<file path="src/rtl/key_schedule_inv_seq_if.sv">
// Key-schedule streaming port: start/kin request side plus the valid/ready round-key stream.
// With LASTKEY_IN_EN defined the request also carries kin_is_last.
interface key_schedule_inv_seq_if #(
    parameter int CW = 8
);
    logic         start;
    logic [127:0] kin;
`ifdef LASTKEY_IN_EN
    logic         kin_is_last;
`endif
    logic         busy;
    logic [127:0] kout;
    logic [CW-1:0] out_idx;
    logic         out_valid;
    logic         out_ready;
    logic         done;

`ifdef LASTKEY_IN_EN
    modport master (output start, kin, kin_is_last, out_ready,
                    input  busy, kout, out_idx, out_valid, done);
    modport slave  (input  start, kin, kin_is_last, out_ready,
                    output busy, kout, out_idx, out_valid, done);
`else
    modport master (output start, kin, out_ready,
                    input  busy, kout, out_idx, out_valid, done);
    modport slave  (input  start, kin, out_ready,
                    output busy, kout, out_idx, out_valid, done);
`endif
endinterface

</file>
<file path="src/rtl/key_schedule_inv_seq.sv">
// Runs the forward key schedule ROUNDS steps, then streams k(ROUNDS)..k(0) via the inverse step.
// Optional LASTKEY_IN_EN: kin_is_last lets the caller supply k(ROUNDS) directly and skip FWD.
module key_schedule_inv_seq #(
    parameter int ROUNDS = 32,
    parameter int CW     = 8
) (
    input  logic                  clk,
    input  logic                  rst,
    key_schedule_inv_seq_if.slave ks
);
    typedef enum logic [1:0] {IDLE, FWD, REV} state_t;

    state_t        state;
    logic [127:0]  kreg;
    logic [CW-1:0] cnt;
    logic          vld;
    logic          busy_r;
    logic          done_r;

    function automatic logic [127:0] p_step(input logic [127:0] k);
        return {k[19:0], k[127:36], k[20], k[35:21]};
    endfunction

    function automatic logic [127:0] pinv_step(input logic [127:0] k);
        return {k[107:16], k[14:0], k[15], k[127:108]};
    endfunction

    // kreg doubles as the output register; its value only matters while vld is high
    assign ks.kout      = kreg;
    assign ks.out_idx   = cnt;
    assign ks.out_valid = vld;
    assign ks.busy      = busy_r;
    assign ks.done      = done_r;

    always_ff @(posedge clk) begin
        if (rst) begin
            state  <= IDLE;
            kreg   <= '0;
            cnt    <= '0;
            vld    <= 1'b0;
            busy_r <= 1'b0;
            done_r <= 1'b0;
        end else begin
            done_r <= 1'b0;
            case (state)
                IDLE: begin
                    if (ks.start) begin
                        kreg   <= ks.kin;
                        busy_r <= 1'b1;
`ifdef LASTKEY_IN_EN
                        if (ks.kin_is_last) begin
                            cnt   <= CW'(ROUNDS);
                            vld   <= 1'b1;
                            state <= REV;
                        end else begin
                            cnt   <= '0;
                            state <= FWD;
                        end
`else
                        cnt   <= '0;
                        state <= FWD;
`endif
                    end
                end
                FWD: begin
                    kreg <= p_step(kreg);
                    cnt  <= cnt + 1'b1;
                    if (cnt == CW'(ROUNDS - 1)) begin
                        vld   <= 1'b1;
                        state <= REV;
                    end
                end
                REV: begin
                    // vld is always high here, so out_ready alone completes the handshake
                    if (ks.out_ready) begin
                        if (cnt != '0) begin
                            kreg <= pinv_step(kreg);
                            cnt  <= cnt - 1'b1;
                        end else begin
                            vld    <= 1'b0;
                            busy_r <= 1'b0;
                            done_r <= 1'b1;
                            state  <= IDLE;
                        end
                    end
                end
                default: state <= IDLE;
            endcase
        end
    end
endmodule

</file>
<file path="src/flat_wrapper.sv">
// flat-port wrapper written by rule: the top's interface ports become plain ports
module key_schedule_inv_seq_flat 
#(
    parameter int ROUNDS = 32,
    parameter int CW     = 8
)
  (clk, rst, ks_start, ks_kin, ks_out_ready, ks_busy, ks_kout, ks_out_idx, ks_out_valid, ks_done);
  key_schedule_inv_seq_if #(.CW(CW)) ks_i ();
  input  logic clk;
  input  logic rst;
  input wire logic [$bits(ks_i.start)-1:0] ks_start;
  input wire logic [$bits(ks_i.kin)-1:0] ks_kin;
  input wire logic [$bits(ks_i.out_ready)-1:0] ks_out_ready;
  output wire logic [$bits(ks_i.busy)-1:0] ks_busy;
  output wire logic [$bits(ks_i.kout)-1:0] ks_kout;
  output wire logic [$bits(ks_i.out_idx)-1:0] ks_out_idx;
  output wire logic [$bits(ks_i.out_valid)-1:0] ks_out_valid;
  output wire logic [$bits(ks_i.done)-1:0] ks_done;
  assign ks_i.start = ks_start;
  assign ks_i.kin = ks_kin;
  assign ks_i.out_ready = ks_out_ready;
  assign ks_busy = ks_i.busy;
  assign ks_kout = ks_i.kout;
  assign ks_out_idx = ks_i.out_idx;
  assign ks_out_valid = ks_i.out_valid;
  assign ks_done = ks_i.done;
  key_schedule_inv_seq #(.ROUNDS(ROUNDS), .CW(CW)) u_core (.clk(clk), .rst(rst), .ks(ks_i));
endmodule
</file>
<file path="config.mk">
export PLATFORM = sky130hd
export DESIGN_NAME = key_schedule_inv_seq_flat
export DESIGN_NICKNAME = d
export VERILOG_FILES = /design/src/rtl/key_schedule_inv_seq_if.sv /design/src/rtl/key_schedule_inv_seq.sv /design/src/flat_wrapper.sv
export SDC_FILE = /design/constraint.sdc
export NUM_CORES = 1
export LEC_CHECK = 0
export BUFFER_PORTS_ARGS = -buffer_cell sky130_fd_sc_hd__buf_2
export CAP_MARGIN = 0
export CORE_AREA = 2 2 122 147
export DETAILED_ROUTE_END_ITERATION = 10
export DIE_AREA = 0 0 124 149
export GPL_TIMING_DRIVEN = 0
export PLACE_DENSITY = 0.8
export SYNTH_ARGS = -nofsm -noshare
export SYNTH_HDL_FRONTEND = slang
export SYNTH_SLANG_ARGS = --single-unit
export TNS_END_PERCENT = 30
</file>
<file path="constraint.sdc">
create_clock -name clk -period 3 [get_ports clk]
set_input_delay 0.15 -clock clk [delete_from_list [all_inputs] [get_ports clk]]
set_output_delay 0.15 -clock clk [all_outputs]
set_load 0.03 [all_outputs]
</file>
[Word level (Yosys, flattened, before mapping)]
Index checks and enable logic that the tools add are counted.
Cells by class
  reductions and logical operators: 10
  shifts and indexed selects: 0
  $add $sub $neg: 2
  muxes and demuxes: 20
  $lt $le $gt $ge: 0
  div/mod/pow operators: 0
  multipliers: 0
  equal/unequal tests: 8
  bitwise operators: 2
Operators by type and width (number)
  two-way mux 128 bit: 3
  case mux 128 bit (3 select lines): 1
  two-way mux 8 bit: 3
  case mux 8 bit (3 select lines): 1
  AND reduction 4 bit: 4
  adder 8 x 1 -> 8 bit, second input constant: 1
  equality test 8 x 5 -> 1 bit, second input constant: 1
  two-way mux 2 bit: 4
  nonzero test 8 bit: 1
  subtractor 8 x 1 -> 8 bit, second input constant: 1
  inequality test 2 bit, second input constant: 3
  case mux 2 bit (3 select lines): 1
  two-way mux 1 bit: 5
  inequality test 2 x 1 -> 1 bit, second input constant: 2
  case mux 1 bit (2 select lines): 2
  nonzero test 2 bit: 2
  nonzero test 3 bit: 1
  OR reduction 3 bit: 1
  equality test 2 x 1 -> 1 bit, second input constant: 1
  equality test 2 bit, second input constant: 1
  logical NOT 2 bit: 1
  NOT 1 bit: 2
Word-level totals
  output and inout bits: 139
  latch bits: 0
  bits of input ports: 132
  ROM bits: 0
  bits in registers: 141
  bits in writable memories: 0
  logic and storage cells: 48
  memories kept: 0

[Depth between registers and ports, before layout]
Gate-level depths: netlist of run 1.
  word-level depth: 4
  depth in mapped cells: 11
  depth with buffers taken out: 10

[Least setup slack after synthesis of run 1]
OpenSTA, ideal clock, no wires.
  path type: register -> register
  start: register u_core.state[0]
  end: register u_core.cnt[6] (netlist: u_core.ks.out_idx[6])
  required time: 2.905 ns
  stages on the path, launching flop included: 12
  arrival time: 2.400 ns
  period minus slack after synthesis: 2.495 ns
  setup slack: 0.505 ns
  path buffers: 1
  setup time: 0.095 ns
  path through: dfxtp_1 -> inv_1 -> ha_1 -> buf_1 -> xor2_1 -> ha_1 -> a21boi_0 -> o221ai_1 -> a21oi_1 -> nor3_1 -> or4b_1 -> o311ai_1
On the way
  longest elaborated chain between the ends: 3
  elaborated cells between the ends (all ways): 9
  those cells by class: eq/ne (5); mux (1); reduce/logical (3)
RTL lines
  from (decl): RTL line key_schedule_inv_seq.sv:13  | state_t state;
  from (signal assigned): RTL line key_schedule_inv_seq.sv:37  | state <= IDLE;
  from (signal assigned): RTL line key_schedule_inv_seq.sv:61  | state <= FWD;
  from (signal assigned): RTL line key_schedule_inv_seq.sv:70  | state <= REV;
  equality test 2 bit (tied with other cells): RTL line key_schedule_inv_seq.sv:45  | case (state)
  inequality test 2 x 1 -> 1 bit (no line) (tied with other cells)
  AND reduction 4 bit (no line)
  to (signal assigned): RTL line key_schedule_inv_seq.sv:67  | cnt <= cnt + 1'b1;
  to (signal assigned): RTL line key_schedule_inv_seq.sv:78  | cnt <= cnt - 1'b1;
  to (decl): RTL line key_schedule_inv_seq.sv:15  | logic [CW-1:0] cnt;
Several ways; a longest one is shown, not always the timed one.
A chain may end at the register's enable or synchronous reset.

[Worst setup path after layout of run 1]
  start: register u_core.state[0]
  end: register u_core.kreg[71] (netlist: u_core.ks.kout[71])
On the way
  longest elaborated chain between the ends: 3
  elaborated cells between the ends (all ways): 9
  those cells by class: eq/ne (5); mux (1); reduce/logical (3)
RTL lines
  equality test 2 bit (tied with other cells): RTL line key_schedule_inv_seq.sv:45
  inequality test 2 x 1 -> 1 bit (no line) (tied with other cells)
  AND reduction 4 bit (no line)
  to (signal assigned): RTL line key_schedule_inv_seq.sv:48  | kreg <= ks.kin;
  to (signal assigned): RTL line key_schedule_inv_seq.sv:66  | kreg <= p_step(kreg);
  to (signal assigned): RTL line key_schedule_inv_seq.sv:77  | kreg <= pinv_step(kreg);
  to (decl): RTL line key_schedule_inv_seq.sv:14  | logic [127:0] kreg;
Several ways; a longest one is shown, not always the timed one.

==> summary.md, run 1 <==
| Metric | Value |
|---|---|
| Status | finished with violations |
| Violated checks | hold timing |
| Core Region | around 0.017 mm^2 |
| CTS tree | yes |
| Port Buf Inserts | 270 |
| Min-Delay Startpoint | ks_kin[3] |
| PwrDens | around 1500 mW/mm^2 |
| Synth area leaders | dfxtp_1, a22oi_1, nand2_1 |
| Starting Density | 43.67% |
| Share of cells above drive strength 1 | 25.77% |
| R2r setup slk | 0.07 ns |
| Vias in the first global route | 8539 |
| Area Overhead vs Synth | 29.86% |
| EDFF count, synth | 0 |
| Mapped Area | about 0.0075 mm^2 |
| Global-route wire length before repair | 50210 um |
| Max Buffers Root-to-Sink | 2 |
| Area share of the largest cell type after synthesis | 37.49% |
| Ys flop type | dfxtp_1 |
| Full die area | roughly 0.018 mm^2 |
| Switching pwr | 0.008402 W |
| HP Class | in -> reg |
| Total of max-cap violations | 0 |
| Cell Rows | between 50 and 60 |
| R2R depth | 8 |
| Die Ht | 149 um |
| Later-pin clock latency in the skew report | between 0.4 and 0.5 ns |
| TritonCTS Buffers | 17 |
| Reg2reg end | u_core.ks.kout[71] |
| Largest net degree at the start of global routing | 17 |
| Initial antenna violation count | 0 |
| Commonest cells post-synth | nand2_1, dfxtp_1, a21oi_1 |
| Post-CTS setup buffers | 0 |
| Setup tns final | 0 ns |
| Most frequent cell on the critical path | clkbuf_1 |
| Leakage power | about 3.9 nW |
| Tcrit/Tclk final | between 90% and 100% |
| Final setup violation count | 0 |
| HPWL Detailed | 27530 um |
| Routability cong. | between 1 and 1.5 |
| Drt wl/cell | 23.46 um |
| Clock sink total | approximately 140 |
| Critical Path RT | 3.30 ns |
| GRT overflow | 0 |
| Logic pwr share | 53.9% |
| Hold WS | -0.002595 ns |
| Clock power frac | 14.8% |
| Die span in x | 124 um |
| Top-count cell post-synth | nand2_1 |
| Total routed wirelength | 35590 um |
| Seq cells post-synth | 141 |
| Crit-path max FO | 10 |
| Mean Syn Cell Area | 7.583 um^2 |
| Layout Skew | roughly 0.0096 ns |
| Slew headroom | between 40% and 50% |
| Drt drc | 0 |
| Dpl cell area | between 0.009 and 0.01 mm^2 |
| Asr flop ratio synth | 0% |
| Worst VDD drop | between 700 and 800 uV |
| Synth warn | 0 |
| Reg-to-Reg Start | u_core.state[0] |
| Final Max Tran Viols | 0 |
| Slowest cell on crit path | clkbuf_1 |
| Cell area after layout | 0.009778 mm^2 |
| Hold endpoint | u_core.ks.kout[3] |
| Clock root buffer | clkbuf_16 |
| Clock transition at path regs | ~0.070 ns |
| Fin. Hold Viols | 1 |
| Vias | 9449 |
| Synth area leader | dfxtp_1 |
| Worst-margin pin slew | ~0.80 ns |
| Crit Path Category | reg -> reg |
| CP max stage delay | 0.65 ns |
| Sequential share of power | 31.3% |
| RSZ-0062 raised after global routing | false |
| Worst Hold Depth | 3 |
| Filler cell count | around 1700 |
| Final Critical Period | around 3 ns |
| Switching part of the total | 56.15% |
| DR vias/cell | 6.229 |
| Pre-Repair DR Iteration Count | 7 |
| Layout Utilization | between 50 and 60% |
| Critical Path AT | 3.22 ns |
| # nets final | 1425 |
| Worst path top cell family by delay | buffers and inverters |
| Post-synthesis instance total | around 990 |
| Total track usage | 37.19% |
| IO Pins | around 270 |
| Startpoint types | flip-flop |
| Critical Path End Type | flip-flop |
| FMAX | 0.3417 GHz |
| Sequential area share after synthesis | 37.49% |
| Post-Syn Nets | 1135 |
| Worst Path Buf+Inv | 4 |
| Library cells used by synthesis | 45 |
| Crit-path cells | inv_1, ha_1, clkbuf_1, clkbuf_1, clkbuf_1, nand2_1, o211ai_1, a21oi_1 |
| Drt initial violations | 1216 |
| P_int | 0.006562 W |
| H-tree levels | 4 |
| Post-route ant nets | 0 |
[cells in the final DEF, fill, tap and decap left out, drive strengths merged, types with 2 or more instances in the layout]
cell type	instances
a21oi	136
inv	9
clkinvlp	4
nor3	5
nand3b	2
o211ai	130
clkinv	4
dfxtp	141
clkbuf	99
nand2	260
nand3	7
nor2	11
xnor2	3
a31oi	2
o21ai	5
or2	3
a311o	2
a22oi	133
ha	10
buf	298
mux2i	3
nand4	3
bufinv	3
nor4	3
[sequential cells by signal (all words and copies together), names as in the netlist]
register	cells
u_core.ks.kout	128
u_core.ks.out_idx	8
u_core.state	2
u_core.ks.busy	1
u_core.ks.done	1
u_core.ks.out_valid	1
[power groups by stage]
| stage | Sequential (W) | Combinational (W) | Clock, W |
|---|---|---|---|
| global route | 0.00461 | 0.00863 | 0.00228 |
| CTS | 0.00451 | 0.00794 | 0.00221 |
| floorplan | 0.00547 | 0.00384 | 0 |
| global placement | 0.00455 | 0.00780 | 0 |
| finish | 0.00469 | 0.00806 | 0.00222 |
| detailed placement | 0.00453 | 0.00790 | 0 |
[final cells by class]
class,count,area [um^2],area share (%)
inverter,7,26.28,0.2687
sequential,141,2823,28.87
clock buffer,19,442.9,4.530
buffer,108,457.9,4.683
tap,220,275.3,2.815
clock inverter,13,165.2,1.689
antenna,1,2.502,0.02559
multi-input combinational,737,4224,43.20
timing repair buffer,271,1361,13.92
[stage by stage]
stage	setup slack [ns]	total power (W)	instances
6_report	0.07361	0.01496	1517
5_1_grt	0.005056	0.01553	1516
4_1_cts	0.1291	0.01466	1516
3_5_place_dp	0.1509	0.01242	1483
3_3_place_gp	0.1985	0.01235	1483
2_1_floorplan	0.5045	0.009308	993
[how the worst max path moves through the flow]
stage / endpoint / startpoint / depth (start not counted) / slack, ns
finish: u_core.ks.kout[71] / u_core.state[0] / 8 / 0.07
global route: u_core.ks.kout[116] / u_core.state[0] / 9 / 0.005
CTS: u_core.ks.out_idx[6] / u_core.state[0] / 11 / 0.13
detailed placement: u_core.ks.out_idx[6] / u_core.state[0] / 11 / 0.15
global placement: u_core.ks.kout[120] / u_core.state[0] / 9 / 0.20
floorplan: u_core.ks.out_idx[6] / u_core.state[0] / 11 / 0.50
[what timing repair did]
| action | in CTS | in global routing |
|---|---|---|
| endpoints found under the hold margin | 1 | 0 |
| resized for setup | 0 | 1 |
| setup endpoints to repair | 0 | 1 |
| hold buffers | 1 | 0 |
[worst register-to-register path: cells and delay by family (launching register included)]
kind,cells,cell delay (ns)
buffers and inverters,4,1.79
DFF,1,0.41
adders and majority gates,1,0.28
and+or+nand+nor,1,0.11
AOI/OAI and AO/OA,2,0.21
[metal layers]
layer / routed length, um / track usage [%]
met5: 0 / 0
met4: 2329 / 22.13
met3: 3997 / 7.187
met2: 16480 / 58.60
met1: 12780 / 46.82
[kinds of logic (layout without fill, tap and decap cells)]
| logic type | after synthesis | after routing | synth area share, % |
|---|---|---|---|
| compound gates | 417 | 417 | 37.14 |
| fa+ha+maj | 10 | 10 | 1.662 |
| mux | 4 | 4 | 0.5484 |
| flops | 141 | 141 | 37.49 |
| buf+inv | 115 | 418 | 6.414 |
| xor+xnor | 4 | 4 | 0.4654 |
| simple gates | 302 | 302 | 16.28 |
| other cells | 0 | 1 | 0 |
No activity file was read; power rests on OpenSTA's default activity.
==> inputs of run 2 (changes only) <==
- CORE_AREA: 2 2 122 147 -> 2 2 116 140
- DIE_AREA: 0 0 124 149 -> 0 0 118 142
- PLACE_DENSITY: 0.8 -> 0.87
==> summary.md, run 2 (same netlist as run 1, synthesis figures left out) <==
| Metric | Value |
|---|---|
| Largest net degree at the start of global routing | 17 (unchanged) |
| Clock root buffer | clkbuf_16 |
| Vias | 9477 (+0.30%) |
| Final Critical Period | 2.909 ns (-0.01724 ns) |
| Cell Rows | 50 (-5.7%) |
| # nets final | 1424 (-0.070%) |
| Startpoint types | flip-flop |
| Share of cells above drive strength 1 | 25.75% (about the same) |
| Drt initial violations | 1209 (-0.58%) |
| P_int | 0.006632 W (+1.1%) |
| Final cell count without fillers | 1501 (-1.1%) |
| FF/Latch Area | 0.002823 mm^2 (unchanged) |
| Area of the multi-input gates | 0.004227 mm^2 (about the same) |
| Most frequent cells in the layout | buf_2, nand2_1, dfxtp_1 |
| Most common cell after layout, fill and taps aside | buf_2 |
| Clock sink total | 141 (unchanged) |
| Core Region | 0.01545 mm^2 (-10%) |
| Critical Path End Type | flip-flop |
| GRT overflow | 0 (unchanged) |
| Clock transition at path regs | 0.06 ns (about the same) |
| Clock power frac | 15.0% (+0.2 points) |
| RSZ-0062 raised after global routing | true |
| Initial antenna violation count | 0 (unchanged) |
| Switching pwr | 0.008324 W (-0.93%) |
| Post-route ant nets | 0 (unchanged) |
| Post-CTS setup buffers | 0 (unchanged) |
| FMAX | 0.3437 GHz (+0.59%) |
| Tcrit/Tclk final | 96.97% (-0.57 points) |
| Crit-path max FO | 10 (unchanged) |
| Starting Density | 48.73% (+5.1 points) |
| Placed cells | 1471 (-0.81%) |
| H-tree levels | 4 (unchanged) |
| Hold_buf cts | 0 (-1) |
| Switching part of the total | 55.66% (-0.49 points) |
| Filler cell count | 1396 (-16%) |
| Sequential share of power | 31.4% (about the same) |
| Total track usage | 39.65% (+2.5 points) |
| CTS tree | yes |
| HP Class | in -> reg |
| Routability cong. | 1.022 (-1.2%) |
| Crit Path Category | reg -> reg |
| Slowest cell on crit path | clkbuf_1 |
| Flip-flop count of the largest register after layout | 128 (unchanged) |
| TritonCTS Buffers | 17 (unchanged) |
| Drt drc | 0 (unchanged) |
| Hold WS | 0.002057 ns (+0.004652 ns) |
| Total of max-cap violations | 0 (unchanged) |
| Area Overhead vs Synth | 29.58% |
| Final Max Tran Viols | 0 (unchanged) |
| Total routed wirelength | 34750 um (-2.4%) |
| Layout Skew | 0.008779 ns (-0.0008587 ns) |
| Final setup violation count | 0 (unchanged) |
| CP max stage delay | 0.63 ns (-0.02 ns) |
| Crit-path cells | inv_1, ha_1, nor2b_1, or2_1, a311oi_2, clkbuf_1, buf_2, o211ai_1, a21oi_1 |
| Worst path top cell family by delay | buffers and inverters |
| HPWL Detailed | 26530 um (-3.6%) |
| Later-pin clock latency in the skew report | 0.44 ns (about the same) |
| Die Ht | 142 um (-4.7%) |
| Vias in the first global route | 8623 (+0.98%) |
| Drt wl/cell | 23.15 um (-1.3%) |
| DR vias/cell | 6.314 (+1.4%) |
| Critical Path AT | 3.27 ns (+0.05 ns) |
| Pre-Repair DR Iteration Count | 9 (+2) |
| PwrDens | 1533 mW/mm^2 (+0.16%) |
| Antenna cell count | 0 (-1) |
| Status | finished, final reports clean |
| Critical Path RT | 3.36 ns (+0.06 ns) |
| Worst-margin pin slew | 0.9445 ns (+0.1447 ns) |
| Worst Path Buf+Inv | 3 (-1) |
| Max Buffers Root-to-Sink | 2 (unchanged) |
| Logic pwr share | 53.7% (-0.2 points) |
| IO Pins | 271 (unchanged) |
| Full die area | 0.01676 mm^2 (-9.3%) |
| Global-route wire length before repair | 50070 um (-0.29%) |
| Fin. Hold Viols | 0 (-1) |
| Slew headroom | 36.55% (-9.7 points) |
| Die span in x | 118 um (-4.8%) |
| Leakage power | 3.935 nW (-0.12%) |
| Worst VDD drop | 946.1 uV (+28%) |
| Port Buf Inserts | 270 (unchanged) |
-- run 2: changes by cell type in the layout (fill, tap and decap cells not counted), sizes merged --
| cell | change |
|---|---|
| inv | -2 |
| bufinv | +1 |
| clkinv | -1 |
| diode | -1 |
| dlygate4sd3 | -1 |
-- run 2: layer usage --
layer / wire length [um] / vias up / GRT usage, %
li1: - / 4227 / -
met1: 11690 / 4275 / 47.10
met2: 16050 / 796 / 65.88
met3: 4721 / 179 / 9.535
met4: 2283 / 0 / 22.45
met5: 0 / - / 0
-- run 2: stage by stage --
step	power, W	utilization (%)	TNS (ns)	setup slack [ns]	area, um^2
6_report	0.01496	63.14	0	0.09085	9757
5_1_grt	0.01551	63.14	-0.02994	-0.01426	9757
4_1_cts	0.01458	63.12	0	0.1524	9753
3_5_place_dp	0.01232	59.16	0	0.1679	9141
3_3_place_gp	0.01221	59.16	0	0.2234	9141
2_1_floorplan	0.009308	-	0	0.5045	7530
-- run 2: repair_timing --
action | 4_1_cts | 5_1_grt
setup endpoints to repair | 0 | 3
resized for setup | 0 | 2
hold endpoints to repair | 0 | 0
-- run 2: power by group through the flow --
stage	combinational [W]	sequential (W)	clock (W)
2_1_floorplan	0.00384	0.00547	0
3_3_place_gp	0.00771	0.00450	0
3_5_place_dp	0.00784	0.00448	0
4_1_cts	0.00789	0.00447	0.00222
5_1_grt	0.00858	0.00463	0.00230
6_report	0.00803	0.00469	0.00224
-- run 2: area by class of cell --
cell class	count	share of cell area, %
plain buffers	108	4.694
clock buffers	19	4.540
clock inverters	11	1.731
inverters	7	0.2693
multi-input cells	737	43.32
flip-flops and latches	141	28.93
well taps	208	2.667
repair buffers	270	13.85
-- run 2: worst min-delay path: stages --
cell,delay (ns)
buf_2,0.07
o211ai_1,0.07
a21oi_1,0.11
-- run 2: final timing paths --
check / slack, ns / from / depth (start not counted) / to
setup / recovery: 0.09 / u_core.state[0] / 9 / u_core.ks.kout[116]
hold / removal: 0.002 / ks_kin[2] / 3 / u_core.ks.kout[2]
setup reg to reg: 0.09 / u_core.state[0] / 9 / u_core.ks.kout[116]
hold reg to reg: 0.49 / u_core.ks.busy / 2 / u_core.ks.busy
